**src/rtl/aes_pkg.sv**
```systemverilog
// Shared AES affine-stage constants, mode encoding and rotate helper.
package aes_pkg;

  localparam logic [7:0] AES_AFF_FWD_C = 8'h63;
  localparam logic [7:0] AES_AFF_INV_C = 8'h05;

  localparam logic AFF_MODE_FWD = 1'b0;
  localparam logic AFF_MODE_INV = 1'b1;

  // 8-bit rotate-left by a constant amount in 1..7
  function automatic logic [7:0] aes_rotl8(input logic [7:0] b, input int unsigned n);
    logic [15:0] dbl;
    dbl = {b, b} << n;
    return dbl[15:8];
  endfunction

endpackage

```
**src/rtl/aes_affine_lane.sv**
```systemverilog
// Combinational per-byte AES affine transform; the inverse path exists only
// when AES_AFFINE_INV_EN is defined, otherwise every byte is forward-transformed.
module aes_affine_lane
  import aes_pkg::*;
(
  input  logic [7:0] in_byte,
  input  logic       mode,
  output logic [7:0] out_byte
);

  logic [7:0] fwd_byte;

  assign fwd_byte = in_byte
                  ^ aes_rotl8(in_byte, 1)
                  ^ aes_rotl8(in_byte, 2)
                  ^ aes_rotl8(in_byte, 3)
                  ^ aes_rotl8(in_byte, 4)
                  ^ AES_AFF_FWD_C;

`ifdef AES_AFFINE_INV_EN
  logic [7:0] inv_byte;

  assign inv_byte = aes_rotl8(in_byte, 1)
                  ^ aes_rotl8(in_byte, 3)
                  ^ aes_rotl8(in_byte, 6)
                  ^ AES_AFF_INV_C;

  assign out_byte = (mode == AFF_MODE_INV) ? inv_byte : fwd_byte;
`else
  logic unused_mode;

  assign unused_mode = mode;
  assign out_byte    = fwd_byte;
`endif

endmodule

```
**src/rtl/aes_affine_out_pipe.sv**
```systemverilog
// Two-stage valid/ready pipeline applying the AES affine (or, with
// AES_AFFINE_INV_EN defined, per-beat selectable inverse affine) to LANES bytes.
module aes_affine_out_pipe
  import aes_pkg::*;
#(
  parameter int LANES = 4,
  parameter int CNT_W = 16
) (
  input  logic               clk,
  input  logic               rst_n,
  input  logic               in_valid,
  output logic               in_ready,
  input  logic [8*LANES-1:0] in_data,
  input  logic               in_mode,
  output logic               out_valid,
  input  logic               out_ready,
  output logic [8*LANES-1:0] out_data,
  output logic [CNT_W-1:0]   beat_cnt
);

  logic               s1_v;
  logic               s2_v;
  logic               s1_adv;
  logic               s2_adv;
  logic [8*LANES-1:0] s1_data;
  logic [8*LANES-1:0] s1_result;
  logic               s1_mode;

  // in_ready looks through both stages to out_ready; there is no skid buffer
  assign s2_adv    = !s2_v || out_ready;
  assign s1_adv    = !s1_v || s2_adv;
  assign in_ready  = s1_adv;
  assign out_valid = s2_v;

  always_ff @(posedge clk or negedge rst_n) begin
    if (!rst_n) begin
      s1_v     <= 1'b0;
      s2_v     <= 1'b0;
      out_data <= '0;
      beat_cnt <= '0;
    end else begin
      if (s1_adv) begin
        s1_v <= in_valid;
      end
      if (s2_adv) begin
        s2_v <= s1_v;
        if (s1_v) begin
          out_data <= s1_result;
        end
      end
      if (s2_v && out_ready) begin
        beat_cnt <= beat_cnt + CNT_W'(1);
      end
    end
  end

  always_ff @(posedge clk) begin
    if (s1_adv && in_valid) begin
      s1_data <= in_data;
    end
  end

`ifdef AES_AFFINE_INV_EN
  always_ff @(posedge clk) begin
    if (s1_adv && in_valid) begin
      s1_mode <= in_mode;
    end
  end
`else
  logic unused_in_mode;

  assign unused_in_mode = in_mode;
  assign s1_mode        = AFF_MODE_FWD;
`endif

  for (genvar k = 0; k < LANES; k++) begin : g_lane
    aes_affine_lane u_lane (
      .in_byte  (s1_data[8*k +: 8]),
      .mode     (s1_mode),
      .out_byte (s1_result[8*k +: 8])
    );
  end

endmodule
```
**config.mk**
```make
export PLATFORM = sky130hd
export DESIGN_NAME = aes_affine_out_pipe
export DESIGN_NICKNAME = d
export VERILOG_FILES = /design/src/rtl/aes_pkg.sv /design/src/rtl/aes_affine_lane.sv /design/src/rtl/aes_affine_out_pipe.sv
export SDC_FILE = /design/constraint.sdc
export NUM_CORES = 1
export LEC_CHECK = 0
export BUFFER_PORTS_ARGS = -buffer_cell sky130_fd_sc_hd__buf_2
export CAP_MARGIN = 20
export CORE_MARGIN = 8
export CORE_UTILIZATION = 45
export CTS_CLUSTER_SIZE = 16
export DETAILED_ROUTE_END_ITERATION = 10
export PLACE_DENSITY = 0.69
export SETUP_SLACK_MARGIN = 0.4
export SLEW_MARGIN = 20
export SYNTH_ARGS = -nofsm -noshare
export SYNTH_HDL_FRONTEND = slang
export SYNTH_HIERARCHICAL = 1
export SYNTH_SLANG_ARGS = --single-unit
```
**constraint.sdc**
```tcl
create_clock -name clk -period 2 [get_ports clk]
set_clock_uncertainty 0.05 [all_clocks]
set_input_delay 0.1 -clock clk [delete_from_list [all_inputs] [get_ports clk]]
set_output_delay 0.1 -clock clk [all_outputs]
set_load 0.05 [all_outputs]
```
==> results.tsv, run 1 <==
metric	value	unit
Post-Place Worst Slack	386	ps
R2R Setup Slk	440	ps
Worst-Skew Late Latency	350	ps
ANT cells	0	
number of max-cap violations	0	
Syn Area/Cell	16.7	um^2
Root Buffer	clkbuf_8	
unrepaired setup endpoints after global routing	no	
CP Cell Sequence	xnor2_2, xor3_1, mux2_2	
Cell Count, Final, Fillers Out	477	
final net count	405	
share of cells above drive strength 1	45.7	%
Peak VDD IR	0.000702	V
Layout fillers	653	
pin count of the biggest net entering global routing	33	
DR vias/cell	4.71	
Overflow after GRT	0	
first-pass GRT wire length	11700	um
core area	0.00818	mm^2
Data required, critical path	2170	ps
multi-input logic area	0.00157	mm^2
arrival time worst endpoint	1730	ps
number of global-route vias before repair	2421	
I/O pins	87	
Sink Count	82	
fin. max-slew vios	0	
worst setup margin	441	ps
logic gate share of total power	39.8	%
DRT iter0 DRCs	50	
die height	108	um
fmax	0.642	GHz
Cell Pwr Density	1240	mW/mm^2
Worst Path Max Fanout	4	
Flop pwr share	38.2	%
Cell Area, Synth	0.00377	mm^2
worst-margin pin slew	436	ps
antenna-violating nets left	0	
Cell Area, Placed	0.00434	mm^2
Worst Hold Class	input pin to register	
CTS tree	yes	
crit end category	register	
drt drc	0	
CTS buffer count	9	
switching power	2.51	mW
synthesized instance count	226	
final setup fails	0	
sw frac	40.1	%
CTS H-tree depth	3	
# port buffers	85	
Slowest-stage cell, CP	edfxtp_1	
die area	0.0116	mm^2
clock slew at reported path FFs	80	ps
crit path launch type	register	
post-detail-place hpwl	5010	um
Hold Fails Final Rpt	0	
CP peak stage delay	440	ps
gr usage total	13.0	%
Sum Neg Setup Slack	0	ps
DR vias	2248	
die width	108	um
CTS Buffer Depth	2	
internal power	3.75	mW
post-route minimum period	1560	ps
Starting Density	46.1	%
WS Path Type	register to register	
DR pass1 iterations	4	
power share of the clock group	22.0	%
Post-Syn Nets	264	
status	finished, final reports clean	
Synth Warn #	6	
register area	0.00222	mm^2
final RePlAce weighted congestion	0.745	
wire length per cell	15.4	um
initial antenna violation count	0	
max_slew headroom	71.0	%
fin area	0.00504	mm^2
row cnt	33	
Pleak	2.24	nW
Final period util	77.9	%
dpl cells	416	
total wire length	7340	um
area delta synth->final	33.7	%
## routing by layer
layer | vias up | track usage [%] | wire length (um)
li1 | 1077 | - | -
met1 | 1107 | 14.0 | 3020
met2 | 53 | 23.1 | 3830
met3 | 11 | 3.77 | 368
met4 | 0 | 5.75 | 112
met5 | - | 0 | 0
## worst max-delay path, delay by kind of cell, from the launching register on
kind          cells  cell delay (ps)
XOR/XNOR          2              680
flip-flops        1              440
multiplexers      1              270
## placed cells by master, fill, tap and decap left out, drive strengths merged, types with 2 or more instances in the layout
master       count
buf             98
and2             2
dfrtp           50
xor3             8
nand3            7
xnor3            8
dlygate4sd3     35
bufinv           2
xnor2           53
and4             3
xor2            10
and3             2
edfxtp          32
nand4            4
nand2b           3
mux2            33
nand2            5
clkbuf          11
## layout make-up
cell class              count  area share (%)
flip-flops and latches     82            44.1
multi-input cells         141            31.1
repair buffers            133            17.6
clock buffers              11            3.00
well taps                 105            2.61
clock inverters             5            1.69
## through the flow
step                      hold WS [ps]  utilization [%]  power, mW
after floorplan                   -246                -       4.26
after global placement            -158             53.0       4.80
after detailed placement          -157             53.0       4.84
after CTS                         7.61             60.6       6.30
after global routing              31.8             61.6       6.55
final                             27.3             61.6       6.26
## registers in the layout (all words and copies together), names as in the netlist
register and cells:
out_valid 1, s1_data 32, s1_v 1, out_data 32, beat_cnt 16
## worst paths after layout
| check | from | endpoint | cells past startpoint |
|---|---|---|---|
| worst max-delay path | s1_data[17] | out_data[20] | 3 |
| worst min-delay path | out_ready | beat_cnt[2] | 3 |
| worst max register to register | s1_data[17] | out_data[20] | 3 |
| worst min register to register | beat_cnt[15] | beat_cnt[15] | 1 |
| max in group asynchronous | rst_n | beat_cnt[1] | 3 |
| min in group asynchronous | rst_n | s1_v | 3 |
## power groups by stage
stage	logic [mW]	registers (mW)	clock network (mW)
floorplan	0.722	3.54	0
global placement	2.40	2.41	0
detailed placement	2.42	2.42	0
CTS	2.49	2.40	1.42
global route	2.63	2.45	1.48
finish	2.49	2.39	1.38
## repair_timing
action,CTS,global route
setup buffers,0,10
endpoints found under the setup margin,5,7
resized for setup,3,1
pin swaps,0,5
hold buffers,35,0
endpoints found under the hold margin,83,0
(Power assumes the default switching activity.)
==> run 2, diff against run 1 <==
--- a/config.mk
+++ b/config.mk
@@ -5,13 +5,14 @@
 export SDC_FILE = /design/constraint.sdc
 export NUM_CORES = 1
 export LEC_CHECK = 0
+export ABC_AREA = 1
 export BUFFER_PORTS_ARGS = -buffer_cell sky130_fd_sc_hd__buf_2
 export CAP_MARGIN = 20
 export CORE_MARGIN = 8
 export CORE_UTILIZATION = 45
 export CTS_CLUSTER_SIZE = 16
 export DETAILED_ROUTE_END_ITERATION = 10
-export PLACE_DENSITY = 0.69
+export PLACE_DENSITY = 0.67
 export SETUP_SLACK_MARGIN = 0.4
 export SLEW_MARGIN = 20
 export SYNTH_ARGS = -nofsm -noshare
==> constraint.sdc (replaced) <==
create_clock -name clk -period 1.6 [get_ports clk]
set_clock_uncertainty 0.05 [all_clocks]
set_input_delay 0.08 -clock clk [delete_from_list [all_inputs] [get_ports clk]]
set_output_delay 0.08 -clock clk [all_outputs]
set_load 0.05 [all_outputs]
==> results.tsv, run 2 <==
metric	value	unit
status	finished, final reports clean	
DR vias/cell	4.92	
Worst-Skew Late Latency	360	ps
Worst Path Max Fanout	4	
initial antenna violation count	0	
r2r endpoint	out_data[0]	
Sum Neg Setup Slack	0	ps
Largest regs	out_data: 32 flops, s1_data: 32 flops, beat_cnt: 16 flops	
arrival time worst endpoint	1630	ps
crit path launch type	register	
pin count of the biggest net entering global routing	25	
final RePlAce weighted congestion	0.914	
Root Buffer	clkbuf_8	
R2R Setup Slk	170	ps
unrepaired setup endpoints after global routing	yes	
fmax	0.698	GHz
final core occ	69.9	%
number of max-cap violations	0	
drt drc	0	
worst-margin pin slew	491	ps
die area	0.0134	mm^2
Starting Density	46.1	%
Data required, critical path	1790	ps
core area	0.00973	mm^2
Cell Pwr Density	1360	mW/mm^2
die width	116	um
DR pass1 iterations	4	
die height	116	um
Pleak	3.44	nW
WS Path Type	register to register	
CTS buffer count	9	
Sink Count	82	
Final period util	89.6	%
antenna-violating nets left	0	
Worst Hold Class	input pin to register	
Cell Area, Synth	0.00448	mm^2
Peak VDD IR	0.000902	V
final setup fails	0	
Critical path destination	out_data[0]	
clock slew at reported path FFs	90	ps
share of cells above drive strength 1	52.2	%
Synth Warn #	6	
worst setup path startpoint	s1_data[6]	
synthesized instance count	514	
number of global-route vias before repair	3850	
# port buffers	85	
post-detail-place hpwl	7480	um
row cnt	36	
area delta synth->final	51.7	%
first-pass GRT wire length	17200	um
I/O pins	87	
ANT cells	0	
wire length per cell	14.2	um
most common cell after layout, fill and taps aside	nand2_1	
crit end category	register	
fin area	0.00680	mm^2
cell count of the worst reg-to-reg path	7	
reg-to-reg startpoint	s1_data[6]	
CTS tree	yes	
Post-Syn Nets	552	
post-route minimum period	1430	ps
CTS H-tree depth	3	
hold_sp	out_ready	
Cell Area, Placed	0.00525	mm^2
Hold Fails Final Rpt	0	
DR vias	4040	
total wire length	11600	um
final net count	721	
most frequent cells in the layout	115 x nand2_1, 72 x buf_2, 62 x nand2_2	
Syn Area/Cell	8.72	um^2
Overflow after GRT	0	
max_slew headroom	67.2	%
fin. max-slew vios	0	
gr usage total	16.1	%
DRT iter0 DRCs	228	
CTS Buffer Depth	2	
-- run 2: worst min-delay path by stage --
stage | to | depth (start not counted)
finish | out_valid | 4
global placement | out_data[3] | 1
global route | out_valid | 4
floorplan | beat_cnt[0] | 0
CTS | out_valid | 4
detailed placement | out_data[3] | 1
-- run 2: area by class of cell --
| class | instances | area (um^2) |
|---|---|---|
| well taps | 133 | 166 |
| clock buffers | 9 | 124 |
| flip-flops and latches | 82 | 2230 |
| multi-input cells | 360 | 2640 |
| inverters | 69 | 270 |
| repair buffers | 161 | 1250 |
| fillers | 684 | 2930 |
| clock inverters | 7 | 118 |
-- run 2: metrics by stage --
step / setup WS [ps] / hold slack (ps) / power [mW] / std cells
2_1_floorplan: -176 / -266 / 5.79 / 514
3_3_place_gp: 240 / 11.0 / 6.54 / 735
3_5_place_dp: 204 / 17.3 / 6.61 / 735
4_1_cts: 231 / 62.8 / 8.88 / 801
5_1_grt: 87.1 / 84.2 / 9.64 / 821
6_report: 167 / 82.3 / 9.22 / 821
-- run 2: what timing repair did --
item / in CTS / in global routing
pin swaps: 18 / 50
setup endpoints to repair: 80 / 90
gates cloned: 0 / 1
gates resized for setup: 100 / 114
hold endpoints to repair: 53 / 0
hold buffers: 34 / 0
buffers inserted: 16 / 19
-- run 2: critical path, stage by stage (launching register included) --
cell	delay, ps
edfxtp_1	480
inv_2	150
nand2_2	70
nand3_2	100
nand3_1	90
nand2_1	80
inv_1	30
mux2_4	250
-- run 2: report_power, final --
group	total [mW]	switching (mW)	leakage, nW	internal, mW
sequential	3.13	0.445	0.884	2.68
combinational	4.27	2.64	2.45	1.63
clock	1.82	0.790	0.111	1.03
total	9.22	3.88	3.44	5.35
-- run 2: metal layers --
layer | share of wire [%] | vias up | GRT usage [%]
met1 | 40 | 1928 | 17.5
li1 | - | 1985 | -
met4 | 2.2 | 0 | 8.21
met2 | 53 | 107 | 29.6
met5 | 0 | - | 0
met3 | 4.5 | 20 | 2.34
==> run 3, diff against run 2 <==
--- a/config.mk
+++ b/config.mk
@@ -8,6 +8,7 @@
 export ABC_AREA = 1
 export BUFFER_PORTS_ARGS = -buffer_cell sky130_fd_sc_hd__buf_2
 export CAP_MARGIN = 20
+export CORE_ASPECT_RATIO = 0.8
 export CORE_MARGIN = 8
 export CORE_UTILIZATION = 45
 export CTS_CLUSTER_SIZE = 16
==> results.tsv, run 3 (same netlist as run 2, synthesis figures left out) <==
metric	value	unit
clock slew at reported path FFs	60	ps
gr usage total	17.5	%
CTS H-tree depth	3	
die height	105	um
Cell Pwr Density	1430	mW/mm^2
die width	128	um
DR vias	4171	
CTS tree	yes	
DRT iter0 DRCs	228	
CTS buffer count	9	
max_slew headroom	78.2	%
Worst-Skew Late Latency	340	ps
sw frac	40.2	%
status	finished, final reports clean	
final RePlAce weighted congestion	0.852	
Worst Path Max Fanout	4	
DR pass1 iterations	5	
worst setup margin	151	ps
DR vias/cell	5.04	
power share of the clock group	24.5	%
crit path launch type	register	
Final period util	90.5	%
ANT cells	0	
final core occ	71.9	%
worst-margin pin slew	327	ps
number of max-cap violations	0	
antenna-violating nets left	0	
post-detail-place hpwl	7620	um
switching power	3.97	mW
final net count	725	
GRT met2 Usage	30.2	%
most frequent cells in the layout	128 x nand2_1, 77 x buf_2, 56 x nand2_2	
arrival time worst endpoint	1620	ps
unrepaired setup endpoints after global routing	yes	
internal power	5.92	mW
most common cell after layout, fill and taps aside	nand2_1	
Largest regs	out_data: 32 flops, s1_data: 32 flops, beat_cnt: 16 flops	
worst setup path startpoint	s1_data[30]	
Flop pwr share	31.9	%
met3 usage	5.14	%
drt drc	0	
final hold slack	69.1	ps
Layout fillers	648	
Peak VDD IR	0.00130	V
total power	9.90	mW
post-route minimum period	1450	ps
crit end category	register	
Post-Place Worst Slack	209	ps
number of global-route vias before repair	4072	
first-pass GRT wire length	19000	um
dpl cells	737	
WS Path Type	register to register	
final setup fails	0	
core area	0.00965	mm^2
GR peak layer	met2	
Sink Count	82	
Overflow after GRT	0	
wire length per cell	15.3	um
Hold Fails Final Rpt	0	
initial antenna violation count	0	
Starting Density	46.5	%
fin. max-slew vios	0	
M1 GR Usage	19.9	%
I/O pins	87	
Data required, critical path	1780	ps
Worst Hold Class	input pin to asynchronous set/reset pin	
total wire length	12700	um
Cell Count, Final, Fillers Out	828	
reg-to-reg startpoint	s1_data[30]	
# port buffers	85	
Root Buffer	clkbuf_16	
share of cells above drive strength 1	51.9	%
logic gate share of total power	43.6	%
area delta synth->final	54.8	%
pin count of the biggest net entering global routing	44	
fmax	0.690	GHz
Pleak	3.50	nW
row cnt	32	
CTS Buffer Depth	2	
die area	0.0134	mm^2
run 3: cell count changes in the layout (fill, tap and decap cells not counted), sizes merged:
| cell | previous run | this run |
|---|---|---|
| clkinv | 1 | 0 |
| buf | 121 | 128 |
| clkinvlp | 4 | 2 |
run 3: cell type report:
type                    instances  area [um^2]  share of cell area [%]
flip-flops and latches         82         2240                    32.2
well taps                     136          170                    2.45
inverters                      69          268                    3.86
repair buffers                165         1290                    18.6
multi-input cells             360         2620                    37.8
clock buffers                  12          256                    3.70
clock inverters                 4         97.6                    1.41
run 3: final timing paths:
path / endpoint / slack (ps) / cells after the start
min: out_data[1] / 70 / 2
min reg2reg: out_data[0] / 450 / 1
max: out_data[31] / 150 / 7
max reg2reg: out_data[31] / 150 / 7
min in group clk: out_valid / 130 / 4
max in group asynchronous: out_valid / 930 / 3
run 3: per-stage QoR:
step	cell area (um^2)	setup TNS [ps]
3_5_place_dp	5250	0
5_1_grt	6940	0
6_report	6940	0
3_3_place_gp	5250	0
2_1_floorplan	4630	-5630
4_1_cts	6370	0
run 3: timing repair:
item,4_1_cts,5_1_grt
gates resized for setup,94,110
gates cloned,0,2
setup endpoints to repair,77,82
endpoints found under the hold margin,83,0
hold buffers,34,0
buffers inserted,21,18
pin swaps,24,48
run 3: power by group through the flow:
| stage | registers [mW] | logic [mW] | clock network (mW) |
|---|---|---|---|
| 2_1_floorplan | 4.50 | 1.29 | 0 |
| 3_3_place_gp | 3.16 | 3.40 | 0 |
| 3_5_place_dp | 3.16 | 3.46 | 0 |
| 4_1_cts | 3.12 | 3.83 | 2.48 |
| 5_1_grt | 3.22 | 4.55 | 2.54 |
| 6_report | 3.16 | 4.31 | 2.43 |
run 3: worst max-delay path, cell delays in order, from the launching register on:
cell	delay [ps]
edfxtp_1	480
inv_2	150
nand2_4	90
nand2_4	80
nand2_4	60
nand3_2	60
nand2_1	90
mux2_2	270
run 3: metal layers:
| layer | vias up | wire length [um] |
|---|---|---|
| met2 | 156 | 6460 |
| met5 | - | 0 |
| met3 | 41 | 764 |
| met4 | 0 | 360 |
| met1 | 1977 | 5120 |
| li1 | 1997 | - |
